--- config.mk ---
export PLATFORM = sky130hd
export DESIGN_NAME = t48_stack_ctrl
export DESIGN_NICKNAME = d
export VERILOG_FILES = /design/src/rtl/t48_stack_ctrl_pkg.sv /design/src/rtl/t48_stack_ctrl.sv
export SDC_FILE = /design/constraint.sdc
export NUM_CORES = 1
export LEC_CHECK = 0
export CAP_MARGIN = 15
export CORE_MARGIN = 2
export CORE_UTILIZATION = 49
export DETAILED_ROUTE_END_ITERATION = 10
export PLACE_DENSITY = 0.79
export SLEW_MARGIN = 15
export SYNTH_ARGS = -nofsm -noshare
export SYNTH_HDL_FRONTEND = slang
export SYNTH_SLANG_ARGS = --single-unit
--- constraint.sdc ---
create_clock -name clk_i -period 2.2 [get_ports clk_i]
set_clock_uncertainty 0.15 [all_clocks]
set_input_delay 0.33 -clock clk_i [delete_from_list [all_inputs] [get_ports clk_i]]
set_output_delay 0.33 -clock clk_i [all_outputs]
set_load 0.03 [all_outputs]
--- src/rtl/t48_stack_ctrl_pkg.sv ---
// Shared T48 stack-controller types and constants.
package t48_stack_ctrl_pkg;

  typedef enum logic [2:0] {
    S_IDLE    = 3'd0,
    S_PUSH_LO = 3'd1,
    S_PUSH_HI = 3'd2,
    S_POP_LO  = 3'd3,
    S_POP_HI  = 3'd4,
    S_POP_CAP = 3'd5
  } stack_state_e;

  localparam logic [7:0] STACK_BASE = 8'd8;
  localparam logic [7:0] SLOT_BYTES = 8'd2;

endpackage

--- src/rtl/t48_stack_ctrl.sv ---
// T48 CALL/RET stack sequencer: pushes PC+PSW into two internal-RAM bytes and pops them back.
// Every state change, capture and strobe is qualified by en_clk_i; outputs hold their last value when idle.
module t48_stack_ctrl
  import t48_stack_ctrl_pkg::*;
(
  input  logic        clk_i,
  input  logic        res_i,
  input  logic        en_clk_i,
  input  logic        push_req_i,
  input  logic        pop_req_i,
  input  logic        restore_psw_i,
  input  logic [11:0] pc_i,
  input  logic [3:0]  psw_i,
  input  logic [2:0]  sp_i,
  input  logic [7:0]  ram_data_i,
  output logic [7:0]  ram_addr_o,
  output logic        ram_we_o,
  output logic [7:0]  ram_data_o,
  output logic        inc_stackp_o,
  output logic        dec_stackp_o,
  output logic [11:0] pc_o,
  output logic        pc_load_o,
  output logic [3:0]  psw_o,
  output logic        write_psw_o,
  output logic        busy_o,
  output logic        done_o
);

  stack_state_e state_q, state_d;
  logic [11:0]  pc_cap_q, pc_cap_d;
  logic [3:0]   psw_cap_q, psw_cap_d;
  logic [2:0]   sp_cap_q, sp_cap_d;
  logic         retr_q, retr_d;
  logic [7:0]   lo_q, lo_d;
  logic [7:0]   addr_q, addr_d;
  logic [7:0]   wdat_q, wdat_d;
  logic [11:0]  pc_q, pc_d;
  logic [3:0]   psw_q, psw_d;
  logic         done_push_q, done_push_d;
  logic [2:0]   pop_slot;

  function automatic logic [7:0] slot_addr(input logic [2:0] slot, input logic hi);
    return STACK_BASE + SLOT_BYTES * {5'd0, slot} + {7'd0, hi};
  endfunction

  // A pop reads the slot below the current stack pointer; 3-bit arithmetic gives the mod-8 wrap.
  assign pop_slot = sp_cap_q - 3'd1;

  always_comb begin
    state_d      = state_q;
    pc_cap_d     = pc_cap_q;
    psw_cap_d    = psw_cap_q;
    sp_cap_d     = sp_cap_q;
    retr_d       = retr_q;
    lo_d         = lo_q;
    addr_d       = addr_q;
    wdat_d       = wdat_q;
    pc_d         = pc_q;
    psw_d        = psw_q;
    done_push_d  = done_push_q;
    ram_we_o     = 1'b0;
    inc_stackp_o = 1'b0;
    dec_stackp_o = 1'b0;
    pc_load_o    = 1'b0;
    write_psw_o  = 1'b0;
    done_o       = 1'b0;
    if (en_clk_i) begin
      unique case (state_q)
        S_IDLE: begin
          // Push completion is reported one enabled cycle after the final write.
          if (done_push_q) begin
            done_o      = 1'b1;
            done_push_d = 1'b0;
          end
          if (push_req_i) begin
            pc_cap_d  = pc_i;
            psw_cap_d = psw_i;
            sp_cap_d  = sp_i;
            state_d   = S_PUSH_LO;
          end else if (pop_req_i) begin
            sp_cap_d = sp_i;
            retr_d   = restore_psw_i;
            state_d  = S_POP_LO;
          end
        end
        S_PUSH_LO: begin
          addr_d   = slot_addr(sp_cap_q, 1'b0);
          wdat_d   = pc_cap_q[7:0];
          ram_we_o = 1'b1;
          state_d  = S_PUSH_HI;
        end
        S_PUSH_HI: begin
          addr_d       = slot_addr(sp_cap_q, 1'b1);
          wdat_d       = {psw_cap_q, pc_cap_q[11:8]};
          ram_we_o     = 1'b1;
          inc_stackp_o = 1'b1;
          done_push_d  = 1'b1;
          state_d      = S_IDLE;
        end
        S_POP_LO: begin
          addr_d       = slot_addr(pop_slot, 1'b0);
          dec_stackp_o = 1'b1;
          state_d      = S_POP_HI;
        end
        S_POP_HI: begin
          addr_d  = slot_addr(pop_slot, 1'b1);
          lo_d    = ram_data_i;
          state_d = S_POP_CAP;
        end
        S_POP_CAP: begin
          pc_d      = {ram_data_i[3:0], lo_q};
          pc_load_o = 1'b1;
          if (retr_q) begin
            psw_d       = ram_data_i[7:4];
            write_psw_o = 1'b1;
          end
          done_o  = 1'b1;
          state_d = S_IDLE;
        end
        default: state_d = S_IDLE;
      endcase
    end
  end

  assign ram_addr_o = addr_d;
  assign ram_data_o = wdat_d;
  assign pc_o       = pc_d;
  assign psw_o      = psw_d;
  assign busy_o     = (state_q != S_IDLE);

  always_ff @(posedge clk_i or negedge res_i) begin
    if (!res_i) begin
      state_q     <= S_IDLE;
      pc_cap_q    <= '0;
      psw_cap_q   <= '0;
      sp_cap_q    <= '0;
      retr_q      <= 1'b0;
      lo_q        <= '0;
      addr_q      <= '0;
      wdat_q      <= '0;
      pc_q        <= '0;
      psw_q       <= '0;
      done_push_q <= 1'b0;
    end else begin
      state_q     <= state_d;
      pc_cap_q    <= pc_cap_d;
      psw_cap_q   <= psw_cap_d;
      sp_cap_q    <= sp_cap_d;
      retr_q      <= retr_d;
      lo_q        <= lo_d;
      addr_q      <= addr_d;
      wdat_q      <= wdat_d;
      pc_q        <= pc_d;
      psw_q       <= psw_d;
      done_push_q <= done_push_d;
    end
  end

endmodule
==> metrics.md <==
| Metric | Value |
|---|---|
| Worst Max-Slew Pin Slew | 0.607 ns |
| Register Area | ~1600 um^2 |
| Mux share of post-synthesis cell area | between 10% and 20% |
| Clock tree buffer depth | 2 |
| Crit path DAT | between 1.5 and 2 ns |
| Min setup slack post-route | -0.189 ns |
| Fillers | approximately 350 |
| PnR Total Power | around 7700 uW |
| Metal3 WL | about 450 um |
| Library cells used by synthesis | 40 |
| Metal-1 WL | 3.34 mm |
| Pwr dens | between 1500 and 2000 nW/um^2 |
| CP delay by family, top | buffers and inverters |
| HPWL after DPL | just over 5 mm |
| H-tree depth | 3 |
| Compound-Gate Fraction of Synth Area | between 10 and 15% |
| Row count | 28 |
| Die Span Y | around 82 um |
| Grt total ovfl | 0 |
| Post-synthesis xor/xnor area fraction | less than 1% |
| Clk slew on worst S/H paths | ~0.07 ns |
| Adder-cell share of the synthesized area | 0.417% |
| Crit path launch type | register |
| Drt pass-1 iters | 4 |
| Setup TNS | -1.27 ns |
| Fin area | between 4000 and 5000 um^2 |
| Required time of the worst setup path | around 1.7 ns |
| Syn_area_per_cell | approximately 11 um^2 |
| CP Cell Sequence | buf_6 -> and2b_2 -> buf_6 -> buf_4 -> nor2_2 -> a21oi_2 -> buf_6 |
| Post-Place Worst Slack | -0.532 ns |
| WP buf/inv | 4 |
| Yosys Warn Count | 0 |
| Syn Inst Count | ~280 |
| Die Wd | 82.2 um |
| Post-route DRC | 0 |
| Hold crit path type | reg -> reg |
| Synthesized cell area | around 3000 um^2 |
| Largest cells by area after synthesis | dfrtp_1 53%, nand2_1 8.0%, mux2_4 5.0%, o311ai_0 5.0%, mux2_2 3.8% |
| Slowest cell on crit path | dfrtp_2 |
| Post-Route WL | approximately 8.6 mm |
| Placer Congestion | ~0.74 |
| # setup viols final | 17 |
| RSZ-0062 raised after global routing | yes |
| Worst vdd ir | a little under 0.001 V |
| Initial antenna violation count | 0 |
| Multi-input gate area | 1560 um^2 |
| Global-route wire length before repair | ~12 mm |
| Most used cell, CP | buf_6 |
| CTS tree | built |
| TritonCTS Buffers | 9 |
| Post-synthesis simple-gate area fraction | 19.6% |
| Yosys top cell area share | between 50% and 60% |
| Via count | ~2.6k |
| Period utilization | 109% |
| Drt wl/cell | 17.7 um |
| Setup CP Type | reg -> out |
| Max-Cap Viols | 0 |
| Status | finished, violations left |
| Area Growth Syn to Fin | 58.8% |
| Initial drt markers | around 130 |
| Worst Setup End Kind | output port |
| Starting Density | between 50% and 60% |
| Fin nets | 438 |
| Core ar. | roughly 5900 um^2 |
| Sequential fraction of the synthesis area | a little over half |
| Number of flops mapped to enable cells by yosys | 0 |
| Yosys reg bits | 64 |
| Final ANT Viol Nets | 0 |
| Failing checks | negative setup slack |
| Largest net degree at the start of global routing | 40 |
| Synth cell count leaders | 64 x dfrtp_1, 64 x nand2_1, 17 x o311ai_0 |
| GRT Total Usage | 23.5% |
| Share of cells above drive strength 1 | between 40% and 50% |
| Port Buffers | a little over 70 |
| Post-synth top area cell | dfrtp_1 |
| Sink Count | 64 |
| R2r setup slk | about 0.10 ns |
| Max incr delay on CP | roughly 0.45 ns |
| Final Util | between 80% and 90% |
| Asr flop ratio synth | 100% |
| Crit Path Max Fanout | 6 |
| Ys flop type | dfrtp_1 |
| Syn Nets | 312 |
| Die area | slightly below 7000 um^2 |
| Main combinational cell family by area after synthesis | simple AND/OR/NAND/NOR gates |
| Fin. Hold Viols | 0 |
| Max_slew headroom | 59.6% |
| Vias per cell | approximately 5.4 |
| DP Area | about 3900 um^2 |
| Minimum clock period | approximately 2.4 ns |
| IO Pins | 72 |
| Routed wl met2 | around 4.5 mm |
| P_leak | 0.00233 uW |
| Fmax achieved | approximately 420 MHz |
| # diodes | 0 |
| Vias in the first global route | roughly 2.6k |
| Pins Over Slew Limit | 0 |
| Clock root cell | clkbuf_8 |
| Top Metal Used | met4 |
| Clk_lat worst skew | 0.34 ns |
## sequential cells by signal (all words and copies together) (netlist names)
register	count
pc_cap_q	12
pc_q	12
addr_q	8
lo_q	8
wdat_q	8
psw_cap_q	4
psw_q	4
sp_cap_q	3
state_q	3
done_push_q	1
retr_q	1
## layer usage
layer	GRT usage [%]	vias to the layer above
met1	27.6	1308
li1	-	1209
met4	8.67	0
met5	0	-
met3	4.46	22
met2	42.4	98
## worst min-delay path: stages, from the launching register on
cell and delay, ns:
dfrtp_1 0.32, nand2_1 0.04, nand2_1 0.07
## logic make-up (layout without fill, tap and decap cells)
family                   count (synthesis)  in the layout
AO/OA/AOI/OAI                           43             43
multiplexers                            24             24
buffers and inverters                   29            160
flip-flops                              64             64
AND/OR/NAND/NOR                        114            114
XOR/XNOR                                 3              3
adder cells (fa/ha/maj)                  1              1
## layout by cell type (no fill, tap or decap), types with 3 or more instances in the layout
cell type | netlist | final
o22ai_2 | 0 | 3
clkdlybuf4s50_1 | 0 | 30
buf_12 | 0 | 4
a21oi_2 | 0 | 7
o211ai_1 | 3 | 3
buf_4 | 3 | 61
nand2b_1 | 9 | 8
clkbuf_8 | 0 | 9
nor2b_2 | 0 | 3
xor2_1 | 3 | 3
o311ai_4 | 0 | 7
inv_1 | 10 | 7
a21oi_1 | 10 | 3
o21ai_0 | 5 | 5
or2_2 | 8 | 4
nor2b_1 | 6 | 3
nand2_4 | 0 | 3
dfrtp_1 | 64 | 63
nor2_1 | 12 | 10
nand3_1 | 4 | 3
mux2_2 | 10 | 10
o311ai_2 | 0 | 7
buf_6 | 3 | 30
or2_4 | 0 | 4
inv_2 | 2 | 4
nand2_1 | 64 | 62
mux2_4 | 10 | 14
## final cells by class
type                    count  share of cell area [%]
flip-flops and latches     64                    33.7
multi-input cells         185                    32.7
repair buffers            132                    26.5
clock buffers               9                    2.60
well taps                  75                    1.97
clock inverters             7                    1.52
inverters                  12                   0.998
## power by group
part           internal (uW)  switching [uW]  leakage (uW)
clock                    522             481     0.0000952
combinational           2250            2430       0.00142
sequential              1680             368      0.000809
## stage by stage
step / instances / hold WS (ns)
2_1_floorplan: 278 / -0.116
3_3_place_gp: 439 / 0.217
3_5_place_dp: 439 / 0.219
4_1_cts: 468 / 0.329
5_1_grt: 484 / 0.354
6_report: 484 / 0.325
## what timing repair did
item / CTS / global route
resized for setup: 79 / 75
pin swaps: 12 / 14
setup buffers: 11 / 14
gates cloned: 1 / 2
endpoints found under the hold margin: 25 / 0
setup endpoints to repair: 24 / 23
hold buffers: 1 / 0
## path summary, 6_finish.rpt
kind	start	endpoint	cells after the start
worst max-delay path	state_q[2]$_DFFE_PN0P_	ram_data_o[3]	7
worst min-delay path	pc_q[8]$_DFF_PN0_	pc_q[8]$_DFF_PN0_	2
worst max register to register	state_q[2]$_DFFE_PN0P_	pc_cap_q[4]$_DFFE_PN0P_	6
worst min register to register	pc_q[8]$_DFF_PN0_	pc_q[8]$_DFF_PN0_	2
max in group asynchronous	res_i	pc_cap_q[10]$_DFFE_PN0P_	3
min in group asynchronous	res_i	lo_q[0]$_DFFE_PN0P_	2
Power figures use the tool's default switching activity.
